--- src/rtl/ct_lsu_spsram_pkg.sv ---
// Shared constants and helpers for the LSU single-port SRAM request sequencer.
package ct_lsu_spsram_pkg;

  localparam int unsigned DEF_ADDR_WIDTH = 10;
  localparam int unsigned DEF_DATA_WIDTH = 32;

  localparam logic [0:0] ST_INIT = 1'b0;
  localparam logic [0:0] ST_RUN  = 1'b1;

  // One active-high byte enable becomes eight active-low bit write enables.
  function automatic logic [7:0] be_to_wen_byte(input logic be);
    return {8{~be}};
  endfunction

endpackage

--- src/rtl/ct_lsu_spsram_rsp_fifo.sv ---
// Two-entry in-order response buffer; the caller guarantees it never pushes when full.
module ct_lsu_spsram_rsp_fifo
  import ct_lsu_spsram_pkg::*;
#(
  parameter int DATA_WIDTH = DEF_DATA_WIDTH
) (
  input  logic                  i_clk,
  input  logic                  i_rst,
  input  logic                  i_push,
  input  logic [DATA_WIDTH-1:0] i_push_data,
  input  logic                  i_pop,
  output logic [1:0]            o_count,
  output logic [DATA_WIDTH-1:0] o_head,
  output logic                  o_vld
);

  logic [DATA_WIDTH-1:0] r_mem [2];
  logic                  r_rd_ptr;
  logic                  r_wr_ptr;
  logic [1:0]            r_count;
  logic                  w_pop;

  assign w_pop = i_pop & (r_count != 2'd0);

  always_ff @(posedge i_clk or posedge i_rst) begin
    if (i_rst) begin
      r_rd_ptr <= 1'b0;
      r_wr_ptr <= 1'b0;
      r_count  <= 2'd0;
    end else begin
      if (i_push) r_wr_ptr <= ~r_wr_ptr;
      if (w_pop)  r_rd_ptr <= ~r_rd_ptr;
      case ({i_push, w_pop})
        2'b10:   r_count <= r_count + 2'd1;
        2'b01:   r_count <= r_count - 2'd1;
        default: r_count <= r_count;
      endcase
    end
  end

  // NOTE: data storage has no reset; r_count alone decides which entries are meaningful.
  always_ff @(posedge i_clk) begin
    if (i_push) r_mem[r_wr_ptr] <= i_push_data;
  end

  assign o_count = r_count;
  assign o_head  = r_mem[r_rd_ptr];
  assign o_vld   = (r_count != 2'd0);

endmodule

--- src/rtl/ct_lsu_spsram_ctrl.sv ---
// Request sequencer for the LSU single-port SRAM: zero-fill sweep, then one access per cycle
// with read data returned through a credit-controlled two-entry response buffer.
module ct_lsu_spsram_ctrl
  import ct_lsu_spsram_pkg::*;
#(
  parameter int ADDR_WIDTH = DEF_ADDR_WIDTH,
  parameter int DATA_WIDTH = DEF_DATA_WIDTH,
  parameter bit INIT_EN    = 1'b1
) (
  input  logic                    forever_cpuclk,
  input  logic                    cpurst,
  input  logic                    req_vld,
  output logic                    req_rdy,
  input  logic                    req_wr,
  input  logic [ADDR_WIDTH-1:0]   req_addr,
  input  logic [DATA_WIDTH-1:0]   req_wdata,
  input  logic [DATA_WIDTH/8-1:0] req_be,
  output logic                    rsp_vld,
  input  logic                    rsp_rdy,
  output logic [DATA_WIDTH-1:0]   rsp_data,
  output logic                    init_done,
  output logic                    sram_cen,
  output logic                    sram_gwen,
  output logic [DATA_WIDTH-1:0]   sram_wen,
  output logic [ADDR_WIDTH-1:0]   sram_a,
  output logic [DATA_WIDTH-1:0]   sram_d,
  input  logic [DATA_WIDTH-1:0]   sram_q
);

  localparam int         BE_WIDTH  = DATA_WIDTH / 8;
  localparam logic [0:0] ST_RESET  = INIT_EN ? ST_INIT : ST_RUN;

  logic [0:0]            r_state;
  logic [ADDR_WIDTH-1:0] r_init_cnt;
  logic                  r_rd_pend;

  logic                  w_init_act;
  logic                  w_run;
  logic                  w_pop;
  logic [1:0]            w_rsp_cnt;
  logic [2:0]            w_occ;
  logic                  w_rd_ok;
  logic                  w_acc_rd;
  logic                  w_acc_wr;
  logic [DATA_WIDTH-1:0] w_be_wen;

  // Reset is folded into the state decode so the SRAM sees idle controls while it is held.
  assign w_init_act = (r_state == ST_INIT) & ~cpurst;
  assign w_run      = (r_state == ST_RUN)  & ~cpurst;
  assign init_done  = (r_state == ST_RUN);

  assign w_pop = rsp_vld & rsp_rdy;

  // Slots already spoken for: buffered + in flight, minus the one leaving this cycle.
  assign w_occ   = {1'b0, w_rsp_cnt} + {2'b00, r_rd_pend} - {2'b00, w_pop};
  assign w_rd_ok = (w_occ < 3'd2);

  assign req_rdy  = w_run & (req_wr | w_rd_ok);
  assign w_acc_rd = req_vld & req_rdy & ~req_wr;
  assign w_acc_wr = req_vld & req_rdy &  req_wr;

  for (genvar i = 0; i < BE_WIDTH; i++) begin : g_wen
    assign w_be_wen[8*i +: 8] = be_to_wen_byte(req_be[i]);
  end

  // NOTE: every output gets a default first so no path through the block infers a latch.
  always_comb begin
    sram_cen  = 1'b1;
    sram_gwen = 1'b1;
    sram_wen  = '1;
    sram_a    = req_addr;
    sram_d    = req_wdata;
    if (w_init_act) begin
      sram_cen  = 1'b0;
      sram_gwen = 1'b0;
      sram_wen  = '0;
      sram_a    = r_init_cnt;
      sram_d    = '0;
    end else if (w_acc_rd) begin
      sram_cen  = 1'b0;
    end else if (w_acc_wr) begin
      sram_cen  = ~|req_be;
      sram_gwen = 1'b0;
      sram_wen  = w_be_wen;
    end
  end

  // NOTE: state is updated with non-blocking assignments so every flop samples pre-edge values.
  always_ff @(posedge forever_cpuclk or posedge cpurst) begin
    if (cpurst) begin
      r_state    <= ST_RESET;
      r_init_cnt <= '0;
      r_rd_pend  <= 1'b0;
    end else begin
      if (r_state == ST_INIT) begin
        r_init_cnt <= r_init_cnt + 1'b1;
        if (r_init_cnt == '1) r_state <= ST_RUN;
      end
      r_rd_pend <= w_acc_rd;
    end
  end

  // sram_q belongs to the read issued last cycle and is captured at the end of this one.
  ct_lsu_spsram_rsp_fifo #(
    .DATA_WIDTH (DATA_WIDTH)
  ) u_rsp_fifo (
    .i_clk       (forever_cpuclk),
    .i_rst       (cpurst),
    .i_push      (r_rd_pend),
    .i_push_data (sram_q),
    .i_pop       (w_pop),
    .o_count     (w_rsp_cnt),
    .o_head      (rsp_data),
    .o_vld       (rsp_vld)
  );

endmodule

--- config.mk ---
export PLATFORM = sky130hd
export DESIGN_NAME = ct_lsu_spsram_ctrl
export DESIGN_NICKNAME = d
export VERILOG_FILES = /design/src/rtl/ct_lsu_spsram_pkg.sv /design/src/rtl/ct_lsu_spsram_rsp_fifo.sv /design/src/rtl/ct_lsu_spsram_ctrl.sv
export SDC_FILE = /design/constraint.sdc
export NUM_CORES = 1
export LEC_CHECK = 0
export BUFFER_PORTS_ARGS = -buffer_cell sky130_fd_sc_hd__buf_4
export CORE_AREA = 5 5 93 95
export DETAILED_ROUTE_END_ITERATION = 12
export DIE_AREA = 0 0 98 100
export PLACE_DENSITY = 0.85
export SYNTH_ARGS = -nofsm -noshare
export SYNTH_HDL_FRONTEND = slang
export SYNTH_SLANG_ARGS = --single-unit
--- constraint.sdc ---
create_clock -name forever_cpuclk -period 6.16 [get_ports forever_cpuclk]
set_input_delay 1.848 -clock forever_cpuclk [delete_from_list [all_inputs] [get_ports forever_cpuclk]]
set_output_delay 1.848 -clock forever_cpuclk [all_outputs]
set_load 0.1 [all_outputs]
## Word-level counts from Yosys, hierarchy flattened

Memories as Yosys holds them, arrays and structs flattened.
Index checks and enable logic that the tools add are counted.

| storage, ports and cells | value |
|---|---|
| bits in writable memories | 64 |
| bits in latches | 0 |
| bits in registers | 16 |
| bits in read-only memories | 0 |
| memories kept | 1 |
| logic and storage cells | 54 |

| operators by class | value |
|---|---|
| reduce and logical (&&, ||, !) cells | 4 |
| shift operators | 0 |
| equality and inequality tests | 3 |
| bitwise gates (word level) | 18 |
| add/sub/neg operators | 5 |
| multipliers | 0 |
| muxes and demuxes | 16 |
| $lt $le $gt $ge | 1 |
| div/mod/pow operators | 0 |

Memories:

| memory | words | bits a word | read ports | clocked after memory_dff | write ports | line | RTL |
|---|---|---|---|---|---|---|---|
| u_rsp_fifo.r_mem | 2 | 32 | 1 | 0 | 1 | ct_lsu_spsram_rsp_fifo.sv:17 | `logic [DATA_WIDTH-1:0] r_mem [2];` |

Operators by type and width:

| cell | number |
|---|---|
| 2-to-1 mux 32 bit | 4 |
| adder 10 x 1 -> 10 bit, second input constant | 1 |
| equality test 10 bit, second input constant | 1 |
| 2-to-1 mux 1 bit | 10 |
| 2-to-1 mux 10 bit | 1 |
| NOT 1 bit | 9 |
| AND 1 bit | 8 |
| one-hot mux 2 bit (2 select lines) | 1 |
| nonzero test 2 bit | 2 |
| OR reduction 4 bit | 1 |
| adder 2 x 1 -> 3 bit | 1 |
| less-than comparator 3 x 2 -> 1 bit, second input constant | 1 |
| subtractor 3 x 1 -> 3 bit | 1 |
| adder 2 x 1 -> 2 bit, second input constant | 1 |
| equality test 2 x 1 -> 1 bit, second input constant | 1 |
| equality test 2 bit, second input constant | 1 |
| subtractor 2 x 1 -> 2 bit, second input constant | 1 |
| zero test 1 bit | 1 |
| OR 1 bit | 1 |

## Logic depth before layout (Yosys ltp)

Gate-level depths: netlist of the first run.

| depth | value |
|---|---|
| depth after elaboration | 11 |
| gate-level depth with buffers | 8 |

## Hierarchy

A second synthesis of the first run with hierarchy kept.

| unflattened totals | value |
|---|---|
| cells, all modules | 257 |
| area, all modules | 3757.4 µm² |

Modules (own cells, without submodules):

| module | seq. area each (µm²) | area an instance (µm²) | instances | cells each |
|---|---|---|---|---|
| ct_lsu_spsram_rsp_fifo | 2021.9 | 2529.9 | 1 | 117 |
| ct_lsu_spsram_ctrl | 300.3 | 1227.4 | 1 | 140 |

## Worst setup path after synthesis of the first run

No wires, ideal clock.

| timing path | value |
|---|---|
| kind | input to output |
| from | input port rsp_rdy |
| to | output port sram_cen |
| arrival | 4576 ps |
| slack | -264 ps |
| path buffers | 0 |
| stages | 7 |
| path through | and2_4 > ha_1 > nand2b_1 > fa_1 > xnor2_1 > a21o_1 > a31oi_1 |

| between the ends | value |
|---|---|
| cells in the longest elaborated chain, start to end | 10 |

Ends and longest elaborated chain:

| item | line | RTL |
|---|---|---|
| start, declared | ct_lsu_spsram_ctrl.sv:19 | `input logic rsp_rdy,` |
| AND 1 bit * | ct_lsu_spsram_ctrl.sv:52 | `assign w_pop = rsp_vld & rsp_rdy;` |
| subtractor 3 x 1 -> 3 bit * | ct_lsu_spsram_ctrl.sv:55 | `assign w_occ = {1'b0, w_rsp_cnt} + {2'b00, r_rd_pend} - {2'b00, w_pop};` |
| less-than comparator 3 x 2 -> 1 bit * | ct_lsu_spsram_ctrl.sv:56 | `assign w_rd_ok = (w_occ < 3'd2);` |
| OR 1 bit * | ct_lsu_spsram_ctrl.sv:58 | `assign req_rdy = w_run & (req_wr \| w_rd_ok);` |
| AND 1 bit * | ct_lsu_spsram_ctrl.sv:58 |  |
| AND 1 bit * | ct_lsu_spsram_ctrl.sv:59, ct_lsu_spsram_ctrl.sv:60 |  |
| AND 1 bit | ct_lsu_spsram_ctrl.sv:60 | `assign w_acc_wr = req_vld & req_rdy & req_wr;` |
| 2-to-1 mux 1 bit | ct_lsu_spsram_ctrl.sv:81 | `end else if (w_acc_wr) begin` |
| 2-to-1 mux 1 bit * | ct_lsu_spsram_ctrl.sv:79 | `end else if (w_acc_rd) begin` |
| 2-to-1 mux 1 bit * | ct_lsu_spsram_ctrl.sv:73 | `if (w_init_act) begin` |
| end, declared | ct_lsu_spsram_ctrl.sv:22 | `output logic sram_cen,` |

Every way passes the cells marked *; elsewhere a longest branch is shown, timed or not.

## Final worst setup path of the first run

Ends and elaborated chain as after synthesis.

==> impl_metrics.ini, run 1 <==
[worst_hold_path]
worstHoldPathType = register to register

[drt]
vias = 2487
drt_iter0_drc = 38
antenna_left = 0
wl_per_cell_um = 16.31
post-route-drc-count = 0
drt_first_pass_iters = 4
finalWirelength_um = 8563
vias_per_cell = 4.737

[grt]
grt_max_degree = 33
grt_pass1_wl_um = 13340
grt_pass1_vias = 2674
grt.total_usage_pct = 17.27
antenna_found_initial = 0
overflow = 0

[timing]
finalHoldViolations = 0
layout_worst_path_cycle_share_pct = 90.17
worst_slew_pin_slew_ps = 912.9
setup_viol = 0
hold_slack_ps = 474.6
slew_viol_final = 0
clock_skew_ps = 6.500
slew_headroom_pct = 38.99
rsz0062_at_grt = false
finalCriticalPeriod_ps = 5555
fmax_mhz = 180.0
tns_ps = 0
fin_ws_ps = 605.2

[worst_setup_path]
required_ps = 4310
startpoint_type = input pin
crit_chain = buf_4 -> and2_4 -> ha_1 -> nand2b_1 -> fa_1 -> xnor2_1 -> a21o_1 -> a31oi_2 -> buf_4
critPathSlowestCell = fa_1
slowest_delay_ps = 380
crit_type = input pin to output pin
cpMostUsedCell = buf_4
cp_max_fo = 3
critPathArrivalTime_ps = 3710
end_kind = output pin

[clock_tree]
cts.sinks = 80
numCtsBuffers = 9
cts_setup_buffers = 0
tritoncts = yes
cts_hold_buffers = 0
post_cts_resize_count = 0
cts-htree-levels = 3
clk_pin_slew_ps = 90
cts_buffer_depth = 2
worstSkewPairLatency_ps = 340
cts_root_buf = clkbuf_8

[yosys]
syn-num-nets = 335
yosysUniqueCellTypes = 31
ys_seq_area_share_pct = 62.62
syn_avg_cell_area_um2 = 14.95
synth_edf_count = 64
syn-cell-area_um2 = 3709
synth_cells = 248
yosys_warnings = 0
synth_seq_cells = 80
ys_async_sr_fraction_pct = 20.00
synth_ff_type = edfxtp_1

[placed_design]
pre_cts_slack_ps = 593.8
dp_hpwl_um = 6515
portBuffers = 193
dp_cells = 509
place_congestion = 0.7442

[run_status]
outcome = complete, no violations

[power]
p_clk_share_pct = 19.1
p_leak_nw = 2.268
ir_drop_v = 0.0002247
switching_power_uw = 979.4
p_int_mw = 1.043
power.share.switching_pct = 48.44
power_density_nw_per_um2 = 386.0
p_comb_share_pct = 50.9
pwr-share-seq_pct = 30.0

[floorplan]
die_h_um = 100
core_area_um2 = 7647
die_x_um = 98
fp.dieArea_um2 = 9800
start_util_pct = 48.49
io_pins = 194
rows = 32

[run]
cap_violations = 0

[final_layout]
nNetsFinal = 505
fin_cells = 525
syn2layout_area_growth_pct = 41.26
nFillCells = 544
n_antenna_cell = 0
layout-drive-gt1-share_pct = 62.17
==> Yosys cell counts (2+ instances only) <==
library cell	instances	share of area, %
dfrtp_1	16	11
nor2b_1	33	5.6
a21oi_1	4	0.54
buf_2	2	0.27
nor2_1	3	0.30
mux2_2	43	13
buf_6	3	0.91
nand4_1	3	0.51
xnor2_1	11	2.6
xor2_1	4	0.94
and3_1	2	0.34
and2_1	3	0.51
edfxtp_1	64	52
inv_1	3	0.30
ha_1	3	1.0
buf_4	33	6.7
nand3_1	2	0.27
nand2_1	3	0.30
==> state kept, by name, indices dropped and copies added, names as in the netlist <==
name,cells
u_rsp_fifo.r_rd_ptr,1
u_rsp_fifo.o_count,2
u_rsp_fifo.r_wr_ptr,1
r_rd_pend,1
u_rsp_fifo.r_mem,64
init_done,1
r_init_cnt,10
==> stage by stage <==
step | util [%] | total power [mW] | area [um^2]
floorplan | - | 1.469 | 3715
global placement | 65.87 | 1.646 | 5037
detailed placement | 65.87 | 1.652 | 5037
CTS | 68.50 | 2.041 | 5239
global route | 68.50 | 2.097 | 5239
finish | 68.50 | 2.022 | 5239
==> cell usage in the layout (no fill, tap or decap), drive strengths merged, types with 2 or more instances in the layout <==
cell      n
buf     197
edfxtp   64
mux2     43
nor2b    33
dfrtp    16
xnor2    11
clkbuf    9
inv       6
xor2      4
a21oi     4
and2      4
nor2      4
nand2     3
nand4     3
ha        3
clkinv    3
nand3     2
and3      2
==> cells by family after synthesis <==
group / after synthesis / synth area share [%]
AND/OR/NAND/NOR: 58 / 9.886
buffers and inverters: 41 / 8.165
XOR/XNOR: 15 / 3.542
AO/OA/AOI/OAI: 7 / 1.181
adder cells (fa/ha/maj): 4 / 1.552
flip-flops: 80 / 62.62
multiplexers: 43 / 13.06
==> metal layers <==
layer / part of all wire, % / GRT usage [%]
met4: 1.2 / 5.751
met1: 37 / 19.70
met2: 54 / 30.84
met5: 0 / 0
met3: 8.1 / 5.420
==> worst max-delay path: cells and delay by family <==
family,cells,cell delay [ps]
compound gates,2,340
xor+xnor,1,130
simple gates,2,300
buf+inv,2,420
fa+ha+maj,2,660
==> final cells by class <==
| type | count | area (um^2) | share of cell area, % |
|---|---|---|---|
| clock buffer | 9 | 123.9 | 2.364 |
| clock inverter | 7 | 77.57 | 1.481 |
| inverter | 3 | 11.26 | 0.2150 |
| multi-input combinational | 127 | 1097 | 20.95 |
| sequential | 80 | 2322 | 44.33 |
| tap | 102 | 127.6 | 2.436 |
| timing repair buffer | 197 | 1479 | 28.23 |
==> final timing paths <==
check / from / cells past startpoint / slack, ps / to
setup / recovery: rsp_rdy / 9 / 610 / sram_cen
hold / removal: u_rsp_fifo.r_rd_ptr$_DFFE_PP0P_ / 1 / 470 / u_rsp_fifo.r_rd_ptr$_DFFE_PP0P_
setup reg to reg: u_rsp_fifo.o_count[1]$_DFFE_PP0P_ / 8 / 3780 / r_rd_pend$_DFF_PP0_
hold reg to reg: u_rsp_fifo.r_rd_ptr$_DFFE_PP0P_ / 1 / 470 / u_rsp_fifo.r_rd_ptr$_DFFE_PP0P_
max in group asynchronous: cpurst / 2 / 4160 / u_rsp_fifo.r_wr_ptr$_DFFE_PP0P_
min in group asynchronous: cpurst / 2 / 1600 / r_init_cnt[1]$_DFFE_PP0N_
==> power groups by stage <==
stage	Clock [mW]	Sequential [mW]	Combinational, mW
2_1_floorplan	0	0.615	0.854
3_3_place_gp	0	0.619	1.03
3_5_place_dp	0	0.618	1.03
4_1_cts	0.399	0.607	1.04
5_1_grt	0.426	0.609	1.06
6_report	0.386	0.607	1.03
Power figures use the tool's default switching activity.
==> run 2, diff against run 1 <==
--- a/config.mk
+++ b/config.mk
@@ -10,6 +10,7 @@
 export DETAILED_ROUTE_END_ITERATION = 12
 export DIE_AREA = 0 0 98 100
 export PLACE_DENSITY = 0.85
+export REMOVE_ABC_BUFFERS = 1
 export SYNTH_ARGS = -nofsm -noshare
 export SYNTH_HDL_FRONTEND = slang
 export SYNTH_SLANG_ARGS = --single-unit
==> run 2 against run 1 <==
Fmax fell by 0.27%. Final cell count fell by 0.19%. Global-route usage rose by 0.22 points. Non-clock buffer count fell by 1. Routed wire length rose by 0.11%. Critical path type unchanged. Sequential cell count did not move. Hold slack improved by 4.9 ps. Critical endpoint unchanged. Clock power fell by 14%. Cell area fell by 0.86%. Via count fell by 0.64%. Die area did not move. Power fell by 2.9%.
==> impl_metrics.ini, run 2 (synthesized netlist as in run 1, its figures left out) <==
[power]
power_density_nw_per_um2 = 377.9
p_leak_nw = 2.240
ir_drop_v = 0.0001491
power_mw = 1.963

[final_layout]
layout_common_cells = buf_4 (196), edfxtp_1 (64), mux2_2 (43), nor2b_1 (33), dfrtp_1 (16)
regMostFlops = u_rsp_fifo.r_mem
syn2layout_area_growth_pct = 40.05
final_common_cell = buf_4
nNetsFinal = 504
n_antenna_cell = 0
layout-drive-gt1-share_pct = 61.61
largest_register_ffs = 64
fin_cells = 524

[worst_setup_path]
r2r_setup_slack_ps = 3830
crit_type = input pin to output pin
end_kind = output pin
critPathArrivalTime_ps = 3720
required_ps = 4310
cp_max_fo = 3
startpoint_type = input pin

[timing]
slew_headroom_pct = 39.05
rsz0062_at_grt = false
setup_viol = 0
finalCriticalPeriod_ps = 5570
slew_viol_final = 0
clock_skew_ps = 5.413
worst_slew_pin_slew_ps = 912.1
finalHoldViolations = 0
layout_worst_path_cycle_share_pct = 90.42
fmax_mhz = 179.5
hold_slack_ps = 479.5

[grt]
grt.total_usage_pct = 17.49
grt_max_degree = 34
grt_pass1_wl_um = 13350
antenna_found_initial = 0
overflow = 0
grt_pass1_vias = 2723

[drt]
post-route-drc-count = 0
vias = 2471
wl_per_cell_um = 16.36
drt_iter0_drc = 35
drt_first_pass_iters = 4
antenna_left = 0
vias_per_cell = 4.716
finalWirelength_um = 8572

[placed_design]
dp_cells = 508
dp_hpwl_um = 6676
portBuffers = 193
place_congestion = 0.9202

[clock_tree]
numCtsBuffers = 9
post_cts_resize_count = 0
cts_setup_buffers = 0
cts_root_buf = clkbuf_8
tritoncts = yes
cts_buffer_depth = 2
clk_pin_slew_ps = 80
worstSkewPairLatency_ps = 340
cts.sinks = 80
cts-htree-levels = 3
cts_hold_buffers = 0

[floorplan]
core_area_um2 = 7647
fp.dieArea_um2 = 9800
start_util_pct = 48.49
die_h_um = 100
io_pins = 194
rows = 32
die_x_um = 98

[run_status]
outcome = complete, no violations

[run]
cap_violations = 0

[worst_hold_path]
worstHoldPathType = register to register
run 2: per-stage QoR:
stage | utilization [%] | TNS (ps) | area [um^2] | setup slack [ps]
after floorplan | - | -294310 | 3417 | -9189
after global placement | 65.69 | 0 | 5024 | 636.1
final | 67.92 | 0 | 5194 | 590.2
after detailed placement | 65.69 | 0 | 5024 | 605.1
after global routing | 67.92 | 0 | 5194 | 480.1
after CTS | 67.92 | 0 | 5194 | 591.7
run 2: area by class of cell:
class | instances | area [um^2]
Timing Repair Buffer | 196 | 1471
Multi-Input combinational cell | 127 | 1091
Sequential cell | 80 | 2322
Tap cell | 102 | 127.6
Inverter | 3 | 11.26
Fill cell | 539 | 2454
Clock inverter | 6 | 42.54
Clock buffer | 10 | 127.6
run 2: per-layer routing:
metal,vias up,wire length [um],global-route usage [%]
met5,-,0,0
met4,0,208,6.390
met3,15,819,7.158
met2,123,4402,30.79
met1,1144,3142,18.99
li1,1189,-,-
run 2: where the power goes:
group	internal, mW	switching (mW)	total (mW)
registers	0.594	0.0126	0.607
clock network	0.148	0.183	0.331
logic	0.255	0.770	1.03
total	0.997	0.966	1.96
run 2: worst max-delay path, stage by stage:
cell      delay [ps]
buf_4            110
and2_4           140
ha_1             270
nand2b_1         150
fa_1             370
xnor2_1          130
a21o_1           200
a31oi_1          170
buf_4            330
run 2: final timing paths:
| path | cells after the start | from | end |
|---|---|---|---|
| worst min-delay path | 1 | u_rsp_fifo.r_rd_ptr$_DFFE_PP0P_ | u_rsp_fifo.r_rd_ptr$_DFFE_PP0P_ |
| worst max register to register | 8 | u_rsp_fifo.o_count[1]$_DFFE_PP0P_ | r_rd_pend$_DFF_PP0_ |
| worst max-delay path | 9 | rsp_rdy | sram_cen |
| worst min register to register | 1 | u_rsp_fifo.r_rd_ptr$_DFFE_PP0P_ | u_rsp_fifo.r_rd_ptr$_DFFE_PP0P_ |
| min in group asynchronous | 2 | cpurst | r_rd_pend$_DFF_PP0_ |
| max in group asynchronous | 2 | cpurst | r_init_cnt[2]$_DFFE_PP0N_ |
